<file path="src/rtl/daq_fifo_rst_pkg.sv">
// Shared types for the TMR FIFO reset sequencer: state encoding, debug view
// and the scalar 2-of-3 voter used by every replicated register group.
package daq_fifo_rst_pkg;

    typedef enum logic [2:0] {
        ST_IDLE  = 3'd0,
        ST_CLEAR = 3'd1,
        ST_RSTF  = 3'd2,
        ST_PAUSE = 3'd3,
        ST_RUN   = 3'd4
    } state_e;

    // mismatch bits: [0] state, [1] cnt, [2] en_lat, [3] output group
    typedef struct packed {
        state_e     state;
        logic [3:0] mismatch;
    } dbg_t;

    function automatic logic vote3(input logic a, input logic b, input logic c);
        return (a & b) | (a & c) | (b & c);
    endfunction

endpackage

</file>
<file path="src/rtl/tmr_vote.sv">
// Bitwise 2-of-3 majority voter; mismatch_o flags any replica that disagrees
// with the voted result.
module tmr_vote
    import daq_fifo_rst_pkg::*;
#(
    parameter int W = 1
) (
    input  logic [W-1:0] a_i,
    input  logic [W-1:0] b_i,
    input  logic [W-1:0] c_i,
    output logic [W-1:0] y_o,
    output logic         mismatch_o
);

    always_comb begin
        y_o = '0;
        for (int i = 0; i < W; i++) begin
            y_o[i] = vote3(a_i[i], b_i[i], c_i[i]);
        end
    end

    assign mismatch_o = (a_i != y_o) || (b_i != y_o) || (c_i != y_o);

endmodule

</file>
<file path="src/rtl/daq_fifo_rst_seq_tmr.sv">
// Triple-modular-redundant reset sequencer for a bank of DAQ FIFOs:
// Idle -> Clear -> Reset_FIFOs -> Pause -> Run, with software re-arm from Run.
module daq_fifo_rst_seq_tmr
    import daq_fifo_rst_pkg::*;
#(
    parameter int NCH       = 4,
    parameter int CNT_W     = 8,
    parameter int CLR_CYC   = 5,
    parameter int RST_CYC   = 10,
    parameter int PAUSE_CYC = 15,
    parameter int TMO_CYC   = 255
) (
    input  logic           CLK,
    input  logic           RST_B,
    input  logic [NCH-1:0] CH_EN,
    input  logic           REARM,
    input  logic [NCH-1:0] RST_BUSY,
    output logic [NCH-1:0] FIFO_RST,
    output logic           DONE,
    output logic           BUSY,
    output logic           TIMEOUT,
    output logic           TMR_ERR,
    output dbg_t           DBG
);

    localparam logic [CNT_W-1:0] CLR_C   = CNT_W'(CLR_CYC);
    localparam logic [CNT_W-1:0] RST_C   = CNT_W'(RST_CYC);
    localparam logic [CNT_W-1:0] PAUSE_C = CNT_W'(PAUSE_CYC);
    localparam logic [CNT_W-1:0] TMO_C   = CNT_W'(TMO_CYC);
    localparam logic [CNT_W-1:0] ONE     = CNT_W'(1);
    localparam int               OW      = NCH + 3;

    state_e           st_rep  [3];
    logic [CNT_W-1:0] cnt_rep [3];
    logic [NCH-1:0]   en_rep  [3];
    logic [OW-1:0]    out_rep [3];

    logic [2:0]       st_vb;
    state_e           st_v;
    logic [CNT_W-1:0] cnt_v;
    logic [NCH-1:0]   en_v;
    logic [OW-1:0]    out_v;
    logic             tmo_v;
    logic [3:0]       mm;
    logic             tmr_err_q;

    // Each replica owns its next-state logic and reloads from voted values,
    // so a single upset is scrubbed on the following edge.
    for (genvar r = 0; r < 3; r++) begin : g_rep
        state_e           st_q, st_d;
        logic [CNT_W-1:0] cnt_q, cnt_d;
        logic [NCH-1:0]   en_q, en_d;
        logic [NCH-1:0]   frst_q, frst_d;
        logic             done_q, done_d;
        logic             busy_q, busy_d;
        logic             tmo_q, tmo_d;

        always_comb begin
            st_d   = st_v;
            cnt_d  = cnt_v;
            en_d   = en_v;
            tmo_d  = tmo_v;
            frst_d = '0;
            done_d = 1'b0;
            busy_d = 1'b1;
            case (st_v)
                ST_IDLE: begin
                    st_d  = ST_CLEAR;
                    cnt_d = ONE;
                    en_d  = CH_EN;
                end
                ST_CLEAR: begin
                    if (cnt_v == CLR_C) begin
                        st_d   = ST_RSTF;
                        cnt_d  = ONE;
                        frst_d = en_v;
                    end else begin
                        cnt_d = cnt_v + ONE;
                    end
                end
                ST_RSTF: begin
                    if (cnt_v == RST_C) begin
                        st_d  = ST_PAUSE;
                        cnt_d = ONE;
                    end else begin
                        cnt_d  = cnt_v + ONE;
                        frst_d = en_v;
                    end
                end
                ST_PAUSE: begin
                    if (cnt_v >= PAUSE_C && (RST_BUSY & en_v) == '0) begin
                        st_d   = ST_RUN;
                        cnt_d  = '0;
                        done_d = 1'b1;
                        busy_d = 1'b0;
                    end else if (cnt_v == TMO_C) begin
                        st_d   = ST_RUN;
                        cnt_d  = '0;
                        done_d = 1'b1;
                        busy_d = 1'b0;
                        tmo_d  = 1'b1;
                    end else if (cnt_v != '1) begin
                        cnt_d = cnt_v + ONE;
                    end
                end
                ST_RUN: begin
                    if (REARM) begin
                        st_d  = ST_CLEAR;
                        cnt_d = ONE;
                        en_d  = CH_EN;
                        tmo_d = 1'b0;
                    end else begin
                        cnt_d  = '0;
                        done_d = 1'b1;
                        busy_d = 1'b0;
                    end
                end
                default: begin
                    // Illegal voted encoding: restart with every FIFO held in reset
                    st_d   = ST_IDLE;
                    cnt_d  = '0;
                    frst_d = '1;
                end
            endcase
        end

        always_ff @(posedge CLK or negedge RST_B) begin
            if (!RST_B) begin
                st_q   <= ST_IDLE;
                cnt_q  <= '0;
                en_q   <= '1;
                frst_q <= '1;
                done_q <= 1'b0;
                busy_q <= 1'b1;
                tmo_q  <= 1'b0;
            end else begin
                st_q   <= st_d;
                cnt_q  <= cnt_d;
                en_q   <= en_d;
                frst_q <= frst_d;
                done_q <= done_d;
                busy_q <= busy_d;
                tmo_q  <= tmo_d;
            end
        end

        assign st_rep[r]  = st_q;
        assign cnt_rep[r] = cnt_q;
        assign en_rep[r]  = en_q;
        assign out_rep[r] = {frst_q, done_q, busy_q, tmo_q};
    end

    tmr_vote #(.W(3)) u_vote_st (
        .a_i(st_rep[0]), .b_i(st_rep[1]), .c_i(st_rep[2]),
        .y_o(st_vb), .mismatch_o(mm[0])
    );

    tmr_vote #(.W(CNT_W)) u_vote_cnt (
        .a_i(cnt_rep[0]), .b_i(cnt_rep[1]), .c_i(cnt_rep[2]),
        .y_o(cnt_v), .mismatch_o(mm[1])
    );

    tmr_vote #(.W(NCH)) u_vote_en (
        .a_i(en_rep[0]), .b_i(en_rep[1]), .c_i(en_rep[2]),
        .y_o(en_v), .mismatch_o(mm[2])
    );

    tmr_vote #(.W(OW)) u_vote_out (
        .a_i(out_rep[0]), .b_i(out_rep[1]), .c_i(out_rep[2]),
        .y_o(out_v), .mismatch_o(mm[3])
    );

    assign st_v = state_e'(st_vb);
    assign tmo_v = out_v[0];

    // Error flag covers the control registers only; it is not sticky.
    always_ff @(posedge CLK or negedge RST_B) begin
        if (!RST_B) begin
            tmr_err_q <= 1'b0;
        end else begin
            tmr_err_q <= mm[0] | mm[1] | mm[2];
        end
    end

    assign FIFO_RST     = out_v[OW-1:3];
    assign DONE         = out_v[2];
    assign BUSY         = out_v[1];
    assign TIMEOUT      = out_v[0];
    assign TMR_ERR      = tmr_err_q;
    assign DBG.state    = st_v;
    assign DBG.mismatch = mm;

endmodule

</file>
<file path="config.mk">
export PLATFORM = sky130hd
export DESIGN_NAME = daq_fifo_rst_seq_tmr
export DESIGN_NICKNAME = d
export VERILOG_FILES = /design/src/rtl/daq_fifo_rst_pkg.sv /design/src/rtl/tmr_vote.sv /design/src/rtl/daq_fifo_rst_seq_tmr.sv
export SDC_FILE = /design/constraint.sdc
export NUM_CORES = 1
export LEC_CHECK = 0
export ABC_AREA = 1
export BUFFER_PORTS_ARGS = -buffer_cell sky130_fd_sc_hd__buf_2
export CAP_MARGIN = 0
export CORE_UTILIZATION = 30
export DETAILED_ROUTE_END_ITERATION = 12
export GPL_ROUTABILITY_DRIVEN = 0
export GPL_TIMING_DRIVEN = 1
export PLACE_DENSITY_LB_ADDON = 0.15
export SYNTH_ARGS = -nofsm -noshare
export SYNTH_HDL_FRONTEND = slang
export SYNTH_SLANG_ARGS = --single-unit
export TNS_END_PERCENT = 1
</file>
<file path="constraint.sdc">
create_clock -name CLK -period 4.4 [get_ports CLK]
set_clock_uncertainty 0.2 [all_clocks]
set_input_delay 0.44 -clock CLK [delete_from_list [all_inputs] [get_ports CLK]]
set_output_delay 0.44 -clock CLK [all_outputs]
set_load 0.02 [all_outputs]
</file>
==> results of run 1 <==
## cell usage in the layout, fill, tap and decap left out, drive strengths merged, types with 3 or more instances in the layout
cell	count
clkbuf	4
xor2	4
dfstp	9
ha	3
inv	16
nand3	14
a31oi	5
conb	5
o21ai	5
dfrtp	13
nand2	39
buf	20
nor2	16
mux2	4
## metal layers
metal | part of all wire | track usage
met4 | 0.014 | 0.04891
met1 | 0.50 | 0.1832
met2 | 0.45 | 0.2023
met3 | 0.038 | 0.03125
met5 | 0 | 0
## metrics by stage
step                      setup slack (ns)  hold WS (ns)  total power [W]  utilization
after floorplan                      2.869      -0.05559        0.0006374            -
after global placement               2.610        0.2365        0.0007263       0.3543
after detailed placement             2.488        0.2409        0.0007332       0.3543
after CTS                            2.456        0.2067        0.0009055       0.3747
after global routing                 2.310        0.1999        0.0009691       0.3747
final                                2.459        0.2067        0.0008959       0.3747
## worst min-delay path by stage
stage,startpoint,endpoint,depth (start not counted)
3_3_place_gp,RST_B,g_rep[2].cnt_q[3],1
6_report,CH_EN[1],g_rep[2].en_q[1],2
4_1_cts,CH_EN[1],g_rep[2].en_q[1],2
5_1_grt,CH_EN[1],g_rep[2].en_q[1],2
2_1_floorplan,RST_B,g_rep[2].cnt_q[0],0
3_5_place_dp,RST_B,g_rep[2].cnt_q[5],1
## cell families after synthesis
logic type / count (synthesis)
adders and majority gates: 3
DFF: 22
muxes: 4
xor gates and xnor gates: 5
buffers and inverters: 22
other: 1
AOI/OAI and AO/OA: 14
and+or+nand+nor: 71
## area by class of cell
class | instances | area share
Tap cell | 48 | 0.04282
Timing Repair Buffer | 21 | 0.07850
Sequential cell | 22 | 0.4005
Inverter | 16 | 0.04282
Multi-Input combinational cell | 102 | 0.3880
Clock buffer | 4 | 0.04728
## power by group through the flow
stage          combinational [W]  clock [W]  sequential, W
2_1_floorplan           0.000247          0       0.000390
3_3_place_gp            0.000376          0       0.000351
3_5_place_dp            0.000379          0       0.000355
4_1_cts                 0.000382   0.000172       0.000352
5_1_grt                 0.000425   0.000182       0.000362
6_report                0.000377   0.000168       0.000351
## timing repair
item / CTS / global route
hold buffers: 1 / 0
hold endpoints to repair: 13 / 0
setup endpoints to repair: 0 / 0
## flip-flops by register name, summed over array words and instances (netlist names)
name / cells
g_rep.cnt_q: 8
g_rep.en_q: 4
g_rep.frst_q: 4
g_rep.st_q: 3
g_rep.busy_q: 1
g_rep.done_q: 1
g_rep.tmo_q: 1
## cell usage after synthesis
| cell | count | area share |
|---|---|---|
| nand2_1 | 37 | 0.12 |
| inv_1 | 15 | 0.047 |
| nor2_1 | 15 | 0.047 |
| dfrtp_1 | 13 | 0.27 |
| nand3_1 | 13 | 0.054 |
| dfstp_2 | 9 | 0.20 |
| a31oi_1 | 5 | 0.026 |
| buf_4 | 5 | 0.031 |
| mux2_2 | 4 | 0.038 |
| xor2_1 | 4 | 0.029 |
| ha_1 | 3 | 0.031 |
| nand2_2 | 2 | 0.010 |
| o21ai_0 | 2 | 0.0083 |
| o21ai_1 | 2 | 0.0083 |
| a21o_1 | 1 | 0.0063 |
| a21oi_1 | 1 | 0.0042 |
| buf_6 | 1 | 0.0094 |
| conb_1 | 1 | 0.0031 |
| inv_2 | 1 | 0.0031 |
| nand3_2 | 1 | 0.0083 |
| nand4_1 | 1 | 0.0052 |
| nor2_2 | 1 | 0.0052 |
| nor3_1 | 1 | 0.0042 |
| o211ai_1 | 1 | 0.0063 |
| o21ai_2 | 1 | 0.0073 |
| o21bai_4 | 1 | 0.016 |
| xnor2_1 | 1 | 0.0073 |
==> reports/qor.csv, run 1 <==
metric,value,unit
status,finished clean,
multiInputGateArea,544.3,um^2
cts_root_buf,clkbuf_8,
r2r_slack,2.46,ns
cpLargestDelayFamily,flip-flops,
synthAdderAreaFrac,0.03128,
ff_latch_area,561.8,um^2
worst_path_most_repeated_cell,nand2_1,
cp-start-kind,flop,
worst-path-buf-inv,1,
synth_xor_area_frac,0.03650,
io_buffers,20,
routed_wl,2.440,mm
crit_arrival,1.89,ns
crit_chain,ha_1 -> nand2_1 -> nor2_1 -> a21oi_1 -> nand2_1 -> o21ai_0 -> inv_1,
p_comb_frac,0.421,
maxCapViolations,0,
clk_pin_slew_worst_paths,0.09,ns
wl_per_cell,11.46,um
vias_per_cell,4.526,
intPower,0.0005358,W
synth_top_family_by_area,simple AND/OR/NAND/NOR gates,
cp_slowest_cell,dfrtp_1,
synth.avg_cell_area,8.450,um^2
post_cts_buffers,0,
drive_above_1_share,0.2667,
grt_pass1_wl,4.340,mm
synth_area,1200,um^2
cts_made_buffers,3,
fp-row-count,22,
grt_pass1_vias,944,
drc,0,
ir_worst_vdd,0.2040,mV
muxShareOfSynthArea,0.03754,
grt_max_degree,23,
crit_required,4.35,ns
worstRegToRegCells,7,
synth-compound-area-share,0.08238,
reg2reg_to,g_rep[2].st_q[2],
die-area,4256,um^2
h-tree-depth,1,
cpPeakStageDelay,0.44,ns
ys_ff_latch,22,
synth_cell_types,27,
start_util,0.3205,
die_w,65.24,um
ios,26,
syn-instance-count,142,
critPathKind,flop to flop,
clock_power_share,0.187,
cts_tree,yes,
fmax,515.1,MHz
fin_nets,180,
dr_total_vias,964,
cts_resized,0,
power_density,638.8,nW/um^2
rsz0062_at_grt,no,
yosys.area_share.simple,0.2503,
clock-sinks,22,
dpl.hpwl,1.830,mm
fin_tns_setup,0,ns
critical_path.max_fanout,11,
fin_cells,213,
synth-warning-count,0,
cp.depth,7,
placed_area,1326,um^2
clk_latency,0.27,ns
p_seq_frac,0.391,
period_minus_slack,1.941,ns
fillers,400,
netSwitchingPower,0.0003602,W
swShare,0.4020,
crit_path_end,g_rep[2].st_q[2],
ant_nets,0,
fin_area,1403,um^2
clock_path_buffers,2,
grt_usage,0.1335,
antenna_cells,0,
ys_seq_area_frac,0.4682,
reg2reg_from,g_rep[2].cnt_q[0],
period_share,0.4412,
drt_iter0_drc,53,
die_h,65.24,um
hold_path.class,input pin to flop,
core_area,3744,um^2
finalMaxSlewViolations,0,
hold_viol_final,0,
p_leak,0.7528,nW
area_growth,16.89,%
crit_path_end_kind,flop,
startpoint,g_rep[2].cnt_q[0],
first_pass_iters,4,
setup_violations,0,
placed_cells,208,
grt_overflow,0,
antenna_found_initial,0,
(Power assumes the default switching activity.)
==> run 2, diff against run 1 <==
clock period = 1.6 ns   (was 4.4 ns; I/O delays follow)
==> reports/qor.csv, run 2 (synthesis results as in run 1) <==
metric,value,unit,change
status,"complete, but fails checks",,
violations,setup timing,,
cp-start-kind,flop,,
h-tree-depth,1,,unchanged
grt_max_degree,23,,unchanged
fp-row-count,22,,unchanged
start_util,0.3205,,unchanged
clk_latency,0.26,ns,about the same
multiInputGateArea,708.2,um^2,+30%
crit_required,1.58,ns,-2.77 ns
grt_overflow,0,,unchanged
core_area,3744,um^2,unchanged
hold_path.class,input pin to flop,,
crit_path_end_kind,flop,,
grt_pass1_wl,4.857,mm,+12%
clock_path_buffers,2,,unchanged
setup_ws,-0.03459,ns,-2.493 ns
ios,26,,unchanged
maxCapViolations,0,,unchanged
cts_made_buffers,3,,unchanged
first_pass_iters,4,,unchanged
power.total,0.003029,W,+240%
top_regs,"g_rep.cnt_q (8), g_rep.en_q (4), g_rep.frst_q (4)",,
period_share,1.022,,+0.5804
dr_total_vias,1113,,+15%
use_met3,0.03299,,+0.001736
fin_tns_setup,-0.06513,ns,-0.06513 ns
holdWs,0.1121,ns,-0.09456 ns
cts_tree,yes,,
dpl.hpwl,2.039,mm,+11%
io_buffers,20,,unchanged
rsz0062_at_grt,yes,,
fmax,611.8,MHz,+19%
die_w,65.24,um,unchanged
gr-usage-met2,0.2461,,+0.04381
clk_pin_slew_worst_paths,0.07,ns,-0.02 ns
ff_latch_area,564.3,um^2,+0.45%
fin_nets,214,,+19%
largest_register_ffs,8,,unchanged
area_growth,53.39,%,
drive_above_1_share,0.5126,,+0.2459
die-area,4256,um^2,unchanged
routed_wl,3.008,mm,+23%
drc,0,,unchanged
wl_per_cell,12.18,um,+6.3%
grt_pass1_vias,1083,,+15%
antenna_cells,0,,unchanged
setup_violations,3,,+3
grt_usage,0.1544,,+0.02096
cts_root_buf,clkbuf_8,,
vias_per_cell,4.506,,-0.44%
period_minus_slack,1.635,ns,-0.3067 ns
clock-sinks,22,,unchanged
ant_nets,0,,unchanged
crit_arrival,1.62,ns,-0.27 ns
finalMaxSlewViolations,0,,unchanged
busiest_layer,met2,,
die_h,65.24,um,unchanged
hold_viol_final,0,,unchanged
critical_path.max_fanout,4,,-7
power_density,1646,nW/um^2,+160%
globalRouteMet1Util,0.1978,,+0.01462
drt_iter0_drc,11,,-79%
fillers,379,,-5.3%
layout_commonest_cell,nand2_1,,
critPathKind,flop to flop,,
largest-register,g_rep.cnt_q,,
ir_worst_vdd,0.7566,mV,+270%
antenna_found_initial,0,,unchanged
p_leak,0.9560,nW,+27%
final_cell_mix,"nand2_1 (33), buf_4 (25), buf_2 (20)",,
## run 2: cell count changes in the layout (fill, tap and decap cells not counted), sizes merged
cell,previous run,this run
buf,20,50
dlygate4sd3,1,5
## run 2: worst max-delay path, cell delays in order (launching register included)
cell	delay [ns]
dfrtp_2	0.45
ha_4	0.19
nand2_4	0.07
nor2_4	0.04
a21oi_2	0.15
nand2_2	0.10
buf_6	0.14
buf_6	0.11
a31oi_1	0.11
## run 2: power by group
group | switching, W | leakage, nW | internal (W)
sequential | 0.000144 | 0.263 | 0.000822
combinational | 0.000890 | 0.670 | 0.000828
clock | 0.000167 | 0.0228 | 0.000177
total | 0.00120 | 0.956 | 0.00183
## run 2: final timing paths
path                                         from            endpoint  slack [ns]  depth (start not counted)
worst max register to register  g_rep[2].cnt_q[1]   g_rep[2].cnt_q[2]       -0.03                          8
max in group asynchronous                   RST_B    g_rep[2].en_q[2]        0.66                          2
worst min register to register   g_rep[2].en_q[3]  g_rep[2].frst_q[3]        0.28                          2
min in group asynchronous                   RST_B   g_rep[2].cnt_q[3]        0.19                          2
worst max-delay path            g_rep[2].cnt_q[1]   g_rep[2].cnt_q[2]       -0.03                          8
worst min-delay path                        REARM   g_rep[2].cnt_q[0]        0.11                          4
## run 2: what timing repair did
action	CTS	global route
endpoints found under the setup margin	14	18
endpoints found under the hold margin	17	0
pin swaps	10	16
resized for setup	16	33
setup buffers	4	6
hold buffers	5	0
## run 2: area by class of cell
cell class,instances,area share
Inverter,16,0.03263
Tap cell,48,0.03263
Multi-Input combinational cell,102,0.3848
Sequential cell,22,0.3066
Timing Repair Buffer,55,0.2189
Clock buffer,4,0.02447
## run 2: routing by layer
layer | vias to the layer above | share of wire
li1 | 559 | -
met1 | 519 | 0.43
met2 | 31 | 0.51
met3 | 4 | 0.046
met4 | 0 | 0.014
met5 | - | 0
## run 2: per-stage QoR
step	instances	utilization	setup WS (ns)	instance area (um^2)
floorplan	146	-	0.06919	1215
global placement	228	0.3944	-0.05229	1476
detailed placement	228	0.3944	-0.1010	1476
CTS	241	0.4459	-0.03283	1669
global route	247	0.4916	-0.08054	1841
finish	247	0.4916	-0.03459	1841
